[src/rtl/program_sequencer_stack_if.sv]
// Control/status bundle between the microcore decoder (master) and the program sequencer (slave).
interface program_sequencer_stack_if #(
  parameter int PM_ADDR_W   = 8,
  parameter int JMP_ADDR_W  = 4,
  parameter int STACK_DEPTH = 4
);
  localparam int SP_W = $clog2(STACK_DEPTH + 1);

  logic                  hold;
  logic                  jmp;
  logic                  jmp_nz;
  logic                  dont_jmp;
  logic                  call;
  logic                  ret;
  logic [JMP_ADDR_W-1:0] jmp_addr;
  logic [PM_ADDR_W-1:0]  pm_addr;
  logic [PM_ADDR_W-1:0]  pc;
  logic [SP_W-1:0]       sp;
  logic                  stack_overflow;
  logic                  stack_underflow;

  modport master (
    output hold, jmp, jmp_nz, dont_jmp, call, ret, jmp_addr,
    input  pm_addr, pc, sp, stack_overflow, stack_underflow
  );

  modport slave (
    input  hold, jmp, jmp_nz, dont_jmp, call, ret, jmp_addr,
    output pm_addr, pc, sp, stack_overflow, stack_underflow
  );
endinterface

[src/rtl/program_sequencer_stack.sv]
// Program sequencer: next-fetch address selection, registered pc, LIFO return stack with sticky fault flags.
// pm_addr is combinational from the current pc/stack; pc follows pm_addr one clock later; hold freezes all state.
module program_sequencer_stack #(
  parameter int                   PM_ADDR_W   = 8,
  parameter int                   JMP_ADDR_W  = 4,
  parameter int                   STACK_DEPTH = 4,
  parameter logic [PM_ADDR_W-1:0] RESET_ADDR  = '0
) (
  input  logic                     clk,
  input  logic                     reset,
  program_sequencer_stack_if.slave bus
);
  localparam int SP_W  = $clog2(STACK_DEPTH + 1);
  localparam int IDX_W = (STACK_DEPTH > 1) ? $clog2(STACK_DEPTH) : 1;
  localparam int SHIFT = PM_ADDR_W - JMP_ADDR_W;

  logic [PM_ADDR_W-1:0] pc_q;
  logic [PM_ADDR_W-1:0] pc_inc;
  logic [PM_ADDR_W-1:0] target;
  logic [PM_ADDR_W-1:0] pm_next;
  logic [PM_ADDR_W-1:0] stack_top;
  logic [SP_W-1:0]      sp_q;
  logic [SP_W-1:0]      sp_next;
  logic                 push_en;
  logic                 ovf_q;
  logic                 unf_q;
  logic                 ovf_set;
  logic                 unf_set;
  logic                 stack_empty;
  logic                 stack_full;

  // Rounded up to a power of two so the index width matches sp's low bits exactly;
  // entries at or above STACK_DEPTH are never written because sp saturates.
  logic [PM_ADDR_W-1:0] stack_mem [0:(1 << IDX_W)-1];

  assign pc_inc      = pc_q + 1'b1;
  assign target      = PM_ADDR_W'(bus.jmp_addr) << SHIFT;
  assign stack_empty = (sp_q == '0);
  assign stack_full  = (sp_q == SP_W'(STACK_DEPTH));
  assign stack_top   = stack_mem[IDX_W'(sp_q - 1'b1)];

  always_comb begin
    pm_next = pc_inc;
    sp_next = sp_q;
    push_en = 1'b0;
    ovf_set = 1'b0;
    unf_set = 1'b0;
    if (bus.hold) begin
      pm_next = pc_q;
    end else if (bus.ret) begin
      // ret outranks call; a simultaneous call is discarded completely
      if (!stack_empty) begin
        pm_next = stack_top;
        sp_next = sp_q - 1'b1;
      end else begin
        unf_set = 1'b1;
      end
    end else if (bus.call) begin
      pm_next = target;
      if (!stack_full) begin
        push_en = 1'b1;
        sp_next = sp_q + 1'b1;
      end else begin
        ovf_set = 1'b1;
      end
    end else if (bus.jmp || (bus.jmp_nz && !bus.dont_jmp)) begin
      pm_next = target;
    end
  end

  always_ff @(posedge clk or posedge reset) begin
    if (reset) begin
      pc_q  <= RESET_ADDR;
      sp_q  <= '0;
      ovf_q <= 1'b0;
      unf_q <= 1'b0;
    end else begin
      pc_q  <= pm_next;
      sp_q  <= sp_next;
      ovf_q <= ovf_q | ovf_set;
      unf_q <= unf_q | unf_set;
    end
  end

  always_ff @(posedge clk) begin
    if (push_en && !reset) begin
      stack_mem[IDX_W'(sp_q)] <= pc_inc;
    end
  end

  assign bus.pm_addr         = reset ? RESET_ADDR : pm_next;
  assign bus.pc              = pc_q;
  assign bus.sp              = sp_q;
  assign bus.stack_overflow  = ovf_q;
  assign bus.stack_underflow = unf_q;
endmodule

[src/flat_wrapper.sv]
// flat-port wrapper written by rule: the top's interface ports become plain ports
module program_sequencer_stack_flat 
#(
  parameter int                   PM_ADDR_W   = 8,
  parameter int                   JMP_ADDR_W  = 4,
  parameter int                   STACK_DEPTH = 4,
  parameter logic [PM_ADDR_W-1:0] RESET_ADDR  = '0
)
  (clk, reset, bus_hold, bus_jmp, bus_jmp_nz, bus_dont_jmp, bus_call, bus_ret, bus_jmp_addr, bus_pm_addr, bus_pc, bus_sp, bus_stack_overflow, bus_stack_underflow);
  program_sequencer_stack_if #(.PM_ADDR_W(PM_ADDR_W), .JMP_ADDR_W(JMP_ADDR_W), .STACK_DEPTH(STACK_DEPTH)) bus_i ();
  input  logic clk;
  input  logic reset;
  input wire logic [$bits(bus_i.hold)-1:0] bus_hold;
  input wire logic [$bits(bus_i.jmp)-1:0] bus_jmp;
  input wire logic [$bits(bus_i.jmp_nz)-1:0] bus_jmp_nz;
  input wire logic [$bits(bus_i.dont_jmp)-1:0] bus_dont_jmp;
  input wire logic [$bits(bus_i.call)-1:0] bus_call;
  input wire logic [$bits(bus_i.ret)-1:0] bus_ret;
  input wire logic [$bits(bus_i.jmp_addr)-1:0] bus_jmp_addr;
  output wire logic [$bits(bus_i.pm_addr)-1:0] bus_pm_addr;
  output wire logic [$bits(bus_i.pc)-1:0] bus_pc;
  output wire logic [$bits(bus_i.sp)-1:0] bus_sp;
  output wire logic [$bits(bus_i.stack_overflow)-1:0] bus_stack_overflow;
  output wire logic [$bits(bus_i.stack_underflow)-1:0] bus_stack_underflow;
  assign bus_i.hold = bus_hold;
  assign bus_i.jmp = bus_jmp;
  assign bus_i.jmp_nz = bus_jmp_nz;
  assign bus_i.dont_jmp = bus_dont_jmp;
  assign bus_i.call = bus_call;
  assign bus_i.ret = bus_ret;
  assign bus_i.jmp_addr = bus_jmp_addr;
  assign bus_pm_addr = bus_i.pm_addr;
  assign bus_pc = bus_i.pc;
  assign bus_sp = bus_i.sp;
  assign bus_stack_overflow = bus_i.stack_overflow;
  assign bus_stack_underflow = bus_i.stack_underflow;
  program_sequencer_stack #(.PM_ADDR_W(PM_ADDR_W), .JMP_ADDR_W(JMP_ADDR_W), .STACK_DEPTH(STACK_DEPTH), .RESET_ADDR(RESET_ADDR)) u_core (.clk(clk), .reset(reset), .bus(bus_i));
endmodule
[config.mk]
export PLATFORM = sky130hd
export DESIGN_NAME = program_sequencer_stack_flat
export DESIGN_NICKNAME = d
export VERILOG_FILES = /design/src/rtl/program_sequencer_stack_if.sv /design/src/rtl/program_sequencer_stack.sv /design/src/flat_wrapper.sv
export SDC_FILE = /design/constraint.sdc
export NUM_CORES = 1
export LEC_CHECK = 0
export ABC_CLOCK_PERIOD_IN_PS = 4900
export BUFFER_PORTS_ARGS = -buffer_cell sky130_fd_sc_hd__buf_2
export CORE_ASPECT_RATIO = 0.9
export CORE_UTILIZATION = 45
export CTS_BUF_LIST = sky130_fd_sc_hd__clkbuf_8 sky130_fd_sc_hd__clkbuf_16
export DETAILED_ROUTE_END_ITERATION = 8
export PLACE_DENSITY = 0.62
export RECOVER_POWER = 50
export SETUP_SLACK_MARGIN = 0.02
export SYNTH_ARGS = -nofsm -noshare
export SYNTH_HDL_FRONTEND = slang
export SYNTH_SLANG_ARGS = --single-unit
[constraint.sdc]
create_clock -name clk -period 4.9 [get_ports clk]
set_clock_uncertainty 0.2 [all_clocks]
set_input_delay 0.49 -clock clk [delete_from_list [all_inputs] [get_ports clk]]
set_output_delay 0.49 -clock clk [all_outputs]
set_load 0.01 [all_outputs]
---- Yosys cells after proc, flatten, opt, wreduce, memory -nomap -nowiden ----
Memories as Yosys holds them, arrays and structs flattened.
Cells that the tools add are included.
storage, ports and cells
  bits in registers ....................... 13
  memory bits (writable) .................. 32
  bits of input ports ..................... 12
  output and inout bits ................... 21
  logic and storage cells ................. 45
  memories kept ........................... 1
cells by class
  add/subtract/negate cells ............... 3
  equal/unequal tests ..................... 3
  muxes and demuxes ....................... 23
  bitwise operators ....................... 3
  reduce and logical (&&, ||, !) cells .... 8
memories
  name              depth  bits a word  read ports  clocked after memory_dff  write ports  RTL line                       source
  u_core.stack_mem  4      8            1           0                         1            program_sequencer_stack.sv:34  logic [PM_ADDR_W-1:0] stack_mem [0:(1 << IDX_W)-1];
operators by type and width
  operator                                                             number
  8-bit 2-to-1 mux                                                     6
  1-bit 2-to-1 mux                                                     13
  3-bit 2-to-1 mux                                                     4
  8-bit by 1-bit adder with 8-bit output (second input constant)       1
  2-bit != test (second input constant)                                2
  4-bit AND reduction                                                  1
  3-bit by 1-bit adder with 3-bit output (second input constant)       1
  3-bit == test (second input constant)                                1
  3-bit zero test                                                      1
  3-bit by 1-bit subtractor with 3-bit output (second input constant)  1
  1-bit logical AND                                                    2
  1-bit zero test                                                      2
  1-bit OR                                                             2
  2-bit nonzero test                                                   1
  1-bit logical OR                                                     1
  1-bit NOT                                                            1

---- Logic depth before layout (Yosys ltp) ----
Gate-level depths: netlist of run 1.
  word-level depth ........................ 8
  mapped depth ............................ 9
  gate-level depth less buffers ........... 6

---- Worst setup path before layout of run 1 ----
OpenSTA, ideal clock, no wires.
  kind .................................... reg2out
  from .................................... reg u_core.sp_q[0], in the netlist u_core.bus.sp[0]
  to ...................................... out bus_pm_addr[2]
  arrival ................................. 1965 ps
  required time ........................... 4210 ps
  slack ................................... 2245 ps
  cell stages (with the launch flop) ...... 9
  path buffers ............................ 2
  cell sequence ........................... dfrtp_1 > buf_6 > inv_1 > ha_1 > buf_2 > mux4_2 > and3_1 > a41oi_2 > o221ai_1
between the ends
  cells in the longest elaborated chain, start to end .. 6
  elaborated cells between the ends (all ways) .. 7
  those cells by class .................... add/sub (1); mux (4); reduce/logical (1); memory (1)
ends and longest elaborated chain
  element                                      RTL line                       source
  start: declaration                           program_sequencer_stack.sv:22  logic [SP_W-1:0] sp_q;
  start signal: assignment                     program_sequencer_stack.sv:79  sp_q <= sp_next;
  3-bit by 1-bit subtractor with 3-bit output  program_sequencer_stack.sv:40  assign stack_top = stack_mem[IDX_W'(sp_q - 1'b1)];
  memory read 4 x 8 bit                        n/a
  8-bit 2-to-1 mux (*)                         program_sequencer_stack.sv:52  if (!stack_empty) begin
  8-bit 2-to-1 mux (*)                         program_sequencer_stack.sv:50  end else if (bus.ret) begin
  8-bit 2-to-1 mux (*)                         program_sequencer_stack.sv:48  if (bus.hold) begin
  8-bit 2-to-1 mux (*)                         program_sequencer_stack.sv:91  assign bus.pm_addr = reset ? RESET_ADDR : pm_next;
  end: declaration                             flat_wrapper.sv:20             output wire logic [$bits(bus_i.pm_addr)-1:0] bus_pm_addr;
Every way passes the cells marked *; elsewhere a longest branch is shown, timed or not.

---- Worst setup path in the final report of run 1 ----
Ends and elaborated chain as after synthesis.

==> results by group, run 1 <==
Floorplanning
  – Number of ports placed on the die boundary: 33
  – Area enclosed by the die boundary: 5315 sq um
  – Starting Density: 46.79%
  – Die outline height: 69.26 um
  – Die W: 76.74 um
  – Placeable core region: 4835 sq um
  – Number of placement rows: 24

Layout
  – Number of inserted filler cells in the final layout: 437
  – Post-route standard cell area excluding fillers: 2515 sq um
  – Syn-to-layout area delta: 11.17%
  – Most common cell after layout, fill and taps aside: sky130_fd_sc_hd__edfxtp_1
  – Final core occ: 52.02%
  – Antenna diode instance count: 0
  – Most frequent cells in the layout: sky130_fd_sc_hd__edfxtp_1, sky130_fd_sc_hd__buf_2, sky130_fd_sc_hd__clkbuf_1, sky130_fd_sc_hd__dfrtp_1, sky130_fd_sc_hd__nand2_1
  – Share of layout cells above drive strength 1: 18.81%
  – Post-layout net count: 219

Critical path
  – Type of origin of the critical path: flip-flop
  – Sequence of cells on the critical path: inv_1, ha_1, mux4_2, and3_1, a41oi_2, o221ai_1, buf_2
  – Slowest cell on crit path: sky130_fd_sc_hd__dfrtp_1
  – Peak per-stage delay on the critical path: 0.75 ns
  – Buf/Inv on CP: 2
  – CP max FO: 13
  – Required time worst endpoint: 4.21 ns
  – Reg2reg setup slack: 2.10 ns
  – Path type of the worst setup path: reg2out
  – Arrival time of data at the critical path endpoint: 2.93 ns
  – Kind of capture point of the worst setup path: output pin
  – Critical path's top delay family: flip-flops

Drt
  – Post-route antenna net violation count: 0
  – Wirelength, routed: 4876 um
  – Average routed wire per standard cell: 18.26 um
  – Final routed DRC violation total: 0
  – Vias: 1585
  – Number of iterations in the first detailed-routing pass: 4
  – Detailed Route Iter0 Violations: 145
  – Vias per inst: 5.936

Power
  – Sequential share of power: 42.8%
  – Portion of total power attributed to combinational logic: 40.8%
  – NetSw: 0.0005485 W
  – Leakage power: 0.9169 nW
  – Peak supply drop: 0.0002569 V
  – Cell Pwr Density: 556.4 nW/um^2
  – Cell Int Power: 0.0008508 W
  – Proportion of power drawn by the clock network: 16.4%
  – Net switching share of the total power: 39.20%

Logic synthesis
  – Share of synthesized flip-flops with an asynchronous set or reset: 28.89%
  – Area share of fa/ha/maj cells after synthesis: 3.319%
  – Synthesized instance count: 173
  – Post-synthesis register bit count: 45
  – Combinational family with the most area after synthesis: compound AO/OA/AOI/OAI gates
  – Net Count, Synth: 191
  – EDFF count, synth: 32
  – Dominant register cell in the synthesized netlist: sky130_fd_sc_hd__edfxtp_1
  – Area share of xor/xnor cells in the synthesized design: 1.549%
  – Share of synthesized area occupied by flip-flops and latches: 56.86%
  – Mux cell area share after synthesis: 8.462%
  – Unique cell type count in the Yosys netlist: 45
  – Simple-gate portion of the synthesized area: 10.95%
  – Compound-gate portion of the synthesized area: 15.21%
  – Average size of a mapped cell: 13.08 sq um
  – Synth warnings: 0
  – Area of the mapped netlist: 2262 sq um

Global route
  – Wire length of the first global-routing pass: 7886 um
  – Number of global-route vias before repair: 1540
  – Largest net degree at the start of global routing: 16
  – Antenna violations before repair: 0
  – Total Routing Usage GR: 19.87%
  – GR Overflow Total: 0

Clock tree
  – Level count of the clock H-tree: 2
  – Post-cts hold buffer count: 0
  – CTS Buf Count: 5
  – Clock Sink Count: 45
  – Setup bufs post-CTS: 0
  – CTS resizes: 0
  – Clock transition time at the flip-flop clock pins of the worst setup and hold paths: 0.09 ns
  – TritonCTS clock tree: built
  – Clock root cell: sky130_fd_sc_hd__clkbuf_8
  – Worst-case clock buffer depth: 2
  – Clk Latency, worst-skew pair: 0.30 ns

Placed design
  – Dpl ws: 1.668 ns
  – Detailed placement HPWL: 3430 um
  – Routability Congestion: 0.8701
  – Port buffer count: 32
  – Cell Area, Placed: 2447 sq um

Run
  – Reported max-cap violation count: 0

STA
  – Minimum hold slack: 0.2878 ns
  – Final TNS setup: 0 ns
  – RSZ-0062 raised after global routing: no
  – Fin worst setup slack: 1.281 ns
  – Fmax: 0.2763 GHz
  – Final setup violating endpoints: 0
  – Final period util: 73.85%
  – Tightest slew margin relative to the limit: 58.61%
  – Worst slew pin tran: 0.6208 ns
  – Count of pins over their slew limit: 0
  – Number of hold violations in the final report: 0
  – Time the final worst path needs with I/O delays and setup: 3.619 ns

Hold path
  – Worst Hold Class: in2async

Outcome
  – Run status: complete, no violations
## cells in the mapped netlist (all sizes together) (5+ instances only)
cell,instances,area (sq um)
and2,6,37.54
a21oi,9,45.04
buf,6,36.28
nand3,7,40.04
inv,7,26.28
edfxtp,32,960.9
clkbuf,5,20.01
a211oi,7,57.55
dfrtp,13,325.3
mux4,8,191.4
nor2,8,30.03
ha,6,75.07
nand2,11,43.80
## state kept, by name, indices dropped and copies added (netlist names)
name                        count
u_core.bus.pc                   8
u_core.bus.sp                   3
u_core.bus.stack_overflow       1
u_core.bus.stack_underflow      1
u_core.stack_mem               32
## per-stage QoR
stage               total power [W]  instances
global route               0.001491        267
global placement           0.001168        259
CTS                        0.001414        267
finish                     0.001399        267
detailed placement         0.001180        259
floorplan                  0.001013        173
## power by group through the flow
| stage | Sequential [W] | Combinational (W) | Clock (W) |
|---|---|---|---|
| after floorplan | 0.000587 | 0.000426 | 0 |
| after global placement | 0.000606 | 0.000562 | 0 |
| after detailed placement | 0.000607 | 0.000574 | 0 |
| after CTS | 0.000599 | 0.000581 | 0.000234 |
| after global routing | 0.000615 | 0.000624 | 0.000251 |
| final | 0.000599 | 0.000571 | 0.000229 |
## area by class of cell
cell class | count | area, sq um | share of cell area [%]
clock inverters | 3 | 20.02 | 0.7960
multi-input cells | 110 | 888.4 | 35.32
well taps | 65 | 81.33 | 3.234
clock buffers | 5 | 68.82 | 2.736
flip-flops and latches | 45 | 1286 | 51.14
inverters | 7 | 26.28 | 1.045
repair buffers | 32 | 143.9 | 5.721
## cells by family (layout without fill, tap and decap cells)
kind of cell               Yosys count  in the layout
muxes                                8              8
DFF                                 45             45
adders and majority gates            6              6
AOI/OAI and AO/OA                   44             44
buffers and inverters               18             47
and+or+nand+nor                     48             48
xor gates and xnor gates             4              4
## per-layer routing
metal | GRT usage, % | vias up | wire, um
met5 | 0 | - | 0
met4 | 5.769 | 0 | 62
met3 | 5.395 | 7 | 266
met2 | 30.46 | 55 | 2212
met1 | 27.74 | 793 | 2334
li1 | - | 730 | -
## path summary, 6_finish.rpt
path	from	endpoint	cells past startpoint
worst max-delay path	u_core.bus.sp[0]	bus_pm_addr[2]	7
worst min-delay path	reset	u_core.bus.pc[7]	2
worst max register to register	u_core.bus.sp[0]	u_core.stack_mem[3][3]	6
worst min register to register	u_core.bus.stack_overflow	u_core.bus.stack_overflow	1
max in group asynchronous	reset	u_core.bus.pc[0]	2
min in group clk	u_core.bus.stack_overflow	u_core.bus.stack_overflow	1
(Power assumes the default switching activity.)
==> run 2, diff against run 1 <==
Settings changed: ABC_AREA set to 1, ABC_CLOCK_PERIOD_IN_PS 4900 to 3400.
Clock period 4.9 ns to 3.4 ns, I/O delays scaled along.
==> run 2 against run 1 <==
Cell count rose by 28%. Worst hold slack got worse by 0.21 ns. Sequential cell count is the same. Non-clock buffer count up 4. Die area shrank 0.85%. Count of clock-buffer cells in the layout did not move. Global-route usage fell by 1.7 points. Critical path depth down 1. Sequential power is 41% higher. Synthesized area fell by 0.88%. Synthesized cell count is 40% higher. Critical endpoint is now u_core.stack_mem[2][5]. Highest routed layer unchanged.
==> results by group, run 2 <==
STA
  – Fin worst setup slack: 0.4508 ns (-0.8304 ns)
  – Final TNS setup: 0 ns (unchanged)
  – Worst slew pin tran: 0.8070 ns (+0.1862 ns)
  – Fmax: 0.3391 GHz
  – Final period util: 86.74%
  – Number of hold violations in the final report: 0 (unchanged)
  – Count of pins over their slew limit: 0 (unchanged)
  – Final setup violating endpoints: 0 (unchanged)
  – Time the final worst path needs with I/O delays and setup: 2.949 ns
  – Tightest slew margin relative to the limit: 46.00% (-13 points)
  – RSZ-0062 raised after global routing: no

Logic synthesis
  – Cell accounting for the most synthesized area: sky130_fd_sc_hd__edfxtp_1
  – Dominant register cell in the synthesized netlist: sky130_fd_sc_hd__edfxtp_1
  – Leading post-synthesis cells by instance count: sky130_fd_sc_hd__nand2_1, sky130_fd_sc_hd__nor2_1, sky130_fd_sc_hd__edfxtp_1, sky130_fd_sc_hd__inv_1, sky130_fd_sc_hd__nand3_1
  – EDFF count, synth: 32 (unchanged)
  – Share of synthesized area occupied by flip-flops and latches: 57.37% (+0.51 points)
  – Post-synthesis register bit count: 45 (unchanged)
  – Average size of a mapped cell: 9.227 sq um (-29%)
  – Synth warnings: 0 (unchanged)
  – Net Count, Synth: 261 (+37%)
  – Synthesized instance count: 243 (+40%)
  – Share of synthesized flip-flops with an asynchronous set or reset: 28.89% (unchanged)
  – Unique cell type count in the Yosys netlist: 28 (-38%)
  – Biggest area contributors in the synthesized netlist: sky130_fd_sc_hd__edfxtp_1, sky130_fd_sc_hd__dfrtp_1, sky130_fd_sc_hd__nand2_1
  – Share of the synthesized area in the top cell type: 42.86% (+0.38 points)
  – Most common cell in the netlist: sky130_fd_sc_hd__nand2_1
  – Area of the mapped netlist: 2242 sq um (-0.88%)

Layout
  – Largest register FFs: 32 (unchanged)
  – Most common cell after layout, fill and taps aside: sky130_fd_sc_hd__nand2_1
  – Syn-to-layout area delta: 14.12%
  – Footprint of the flip-flops and latches: 1286 sq um (unchanged)
  – Post-layout net count: 298 (+36%)
  – Final core occ: 55.57% (+3.6 points)
  – Share of layout cells above drive strength 1: 12.10% (-6.7 points)
  – Most frequent cells in the layout: sky130_fd_sc_hd__nand2_1, sky130_fd_sc_hd__nor2_1, sky130_fd_sc_hd__edfxtp_1
  – Antenna diode instance count: 0 (unchanged)
  – Number of inserted filler cells in the final layout: 455 (+4.1%)
  – Area of combinational cells with multiple inputs: 787.0 sq um (-11%)
  – Largest register by flop count: u_core.stack_mem

Clock tree
  – CTS resizes: 0 (unchanged)
  – Clk Latency, worst-skew pair: 0.30 ns (about the same)
  – Setup bufs post-CTS: 0 (unchanged)
  – CTS Buf Count: 5 (unchanged)
  – Clock Sink Count: 45 (unchanged)
  – Level count of the clock H-tree: 2 (unchanged)
  – TritonCTS clock tree: built
  – Clock root cell: sky130_fd_sc_hd__clkbuf_8
  – Clock transition time at the flip-flop clock pins of the worst setup and hold paths: 0.07 ns (-0.02 ns)
  – Worst-case clock buffer depth: 2 (unchanged)

Power
  – Proportion of power drawn by the clock network: 18.0% (+1.6 points)
  – Cell Pwr Density: 856.5 nW/um^2 (+54%)
  – NetSw: 0.0008967 W (+63%)
  – Peak supply drop: 0.0003953 V (+54%)
  – Net switching share of the total power: 40.92% (+1.7 points)
  – Sequential share of power: 38.6% (-4.2 points)
  – Portion of total power attributed to combinational logic: 43.4% (+2.6 points)
  – Cell Int Power: 0.001295 W (+52%)
  – Leakage power: 1.118 nW (+22%)

Floorplanning
  – Number of placement rows: 23 (-4.2%)
  – Number of ports placed on the die boundary: 33 (unchanged)
  – Area enclosed by the die boundary: 5269 sq um (-0.85%)
  – Placeable core region: 4604 sq um (-4.8%)
  – Die W: 76.41 um (-0.43%)
  – Starting Density: 48.70% (+1.9 points)
  – Die outline height: 68.97 um (-0.43%)

Placed design
  – Port buffer count: 32 (unchanged)
  – Detailed placement HPWL: 3262 um (-4.9%)
  – Dpl ws: 0.8455 ns (-0.8221 ns)
  – Routability Congestion: 0.7803 (-10%)

Drt
  – Post-route antenna net violation count: 0 (unchanged)
  – Wirelength, routed: 4498 um (-7.8%)
  – Vias per inst: 4.778 (-20%)
  – Final routed DRC violation total: 0 (unchanged)
  – Number of iterations in the first detailed-routing pass: 4 (unchanged)
  – Vias: 1639 (+3.4%)
  – Detailed Route Iter0 Violations: 118 (-19%)
  – Average routed wire per standard cell: 13.11 um (-28%)

Global route
  – Antenna violations before repair: 0 (unchanged)
  – Largest net degree at the start of global routing: 21 (+5)
  – Wire length of the first global-routing pass: 6996 um (-11%)
  – Total Routing Usage GR: 18.21% (-1.7 points)
  – GR Overflow Total: 0 (unchanged)
  – Number of global-route vias before repair: 1376 (-11%)

Critical path
  – Kind of capture point of the worst setup path: flip-flop
  – Depth of the worst register-to-register path: 4 (-2)
  – Arrival time of data at the critical path endpoint: 2.67 ns (-0.26 ns)
  – Type of origin of the critical path: input port
  – Peak per-stage delay on the critical path: 0.69 ns (-0.06 ns)
  – CP max FO: 14 (+1)
  – Required time worst endpoint: 3.12 ns (-1.09 ns)
  – Path type of the worst setup path: in2reg
  – Sequence of cells on the critical path: dlygate4sd3_1, buf_2, inv_1, clkbuf_1, nand3b_1, nor2_1
  – Slowest cell on crit path: sky130_fd_sc_hd__nor2_1

Outcome
  – Run status: complete, no violations

Hold path
  – Worst Hold Class: in2reg
  – Hold Path Stages: 2

Run
  – Reported max-cap violation count: 0 (unchanged)
## run 2: final timing paths
check	slack [ns]	end	from
setup reg to reg	0.91	u_core.stack_mem[3][5]	u_core.bus.sp[0]
hold / removal	0.08	u_core.bus.stack_underflow	bus_hold
hold reg to reg	0.28	u_core.bus.stack_underflow	u_core.bus.stack_underflow
max in group asynchronous	1.83	u_core.bus.stack_overflow	reset
min in group asynchronous	0.67	u_core.bus.pc[1]	reset
setup / recovery	0.45	u_core.stack_mem[2][5]	reset
## run 2: kinds of logic after synthesis
group	count (synthesis)	share of synthesized area, %
AO/OA/AOI/OAI	25	6.585
XOR/XNOR	7	2.734
adder cells (fa/ha/maj)	6	3.348
buffers and inverters	39	7.310
flip-flops	45	57.37
AND/OR/NAND/NOR	121	22.66
## run 2: worst max-delay path, delay by kind of cell
kind,cells,cell delay [ns]
buf+inv,4,1.36
simple gates,2,0.97
## run 2: area by class of cell
class | instances | area share [%]
Sequential cell | 45 | 50.27
Inverter | 33 | 4.939
Clock inverter | 3 | 1.663
Tap cell | 62 | 3.032
Timing Repair Buffer | 36 | 6.650
Multi-Input combinational cell | 159 | 30.76
Clock buffer | 5 | 2.689
## run 2: per-layer routing
metal | global-route usage, % | share of wire (%)
met3 | 3.947 | 4.8
met5 | 0 | 0
met4 | 6.490 | 1.3
met2 | 27.14 | 42
met1 | 26.33 | 52
## run 2: power by group through the flow
stage               combinational, W  clock, W  sequential (W)
global placement            0.000964         0        0.000859
global route                 0.00106  0.000425        0.000863
finish                      0.000951  0.000395        0.000846
CTS                         0.000974  0.000404        0.000849
floorplan                   0.000666         0        0.000885
detailed placement          0.000968         0        0.000860
## run 2: per-stage QoR
stage | std cells | power [W] | hold slack [ns] | area, sq um
3_3_place_gp | 334 | 0.001824 | 0.2251 | 2465
3_5_place_dp | 334 | 0.001828 | 0.2242 | 2465
5_1_grt | 343 | 0.002346 | 0.07100 | 2559
2_1_floorplan | 243 | 0.001552 | 0.2242 | 2242
4_1_cts | 343 | 0.002226 | 0.07203 | 2586
6_report | 343 | 0.002191 | 0.07957 | 2559
## run 2: timing repair
action | in CTS | in global routing
endpoints found under the hold margin | 13 | 0
endpoints found under the setup margin | 0 | 0
hold buffers | 1 | 0
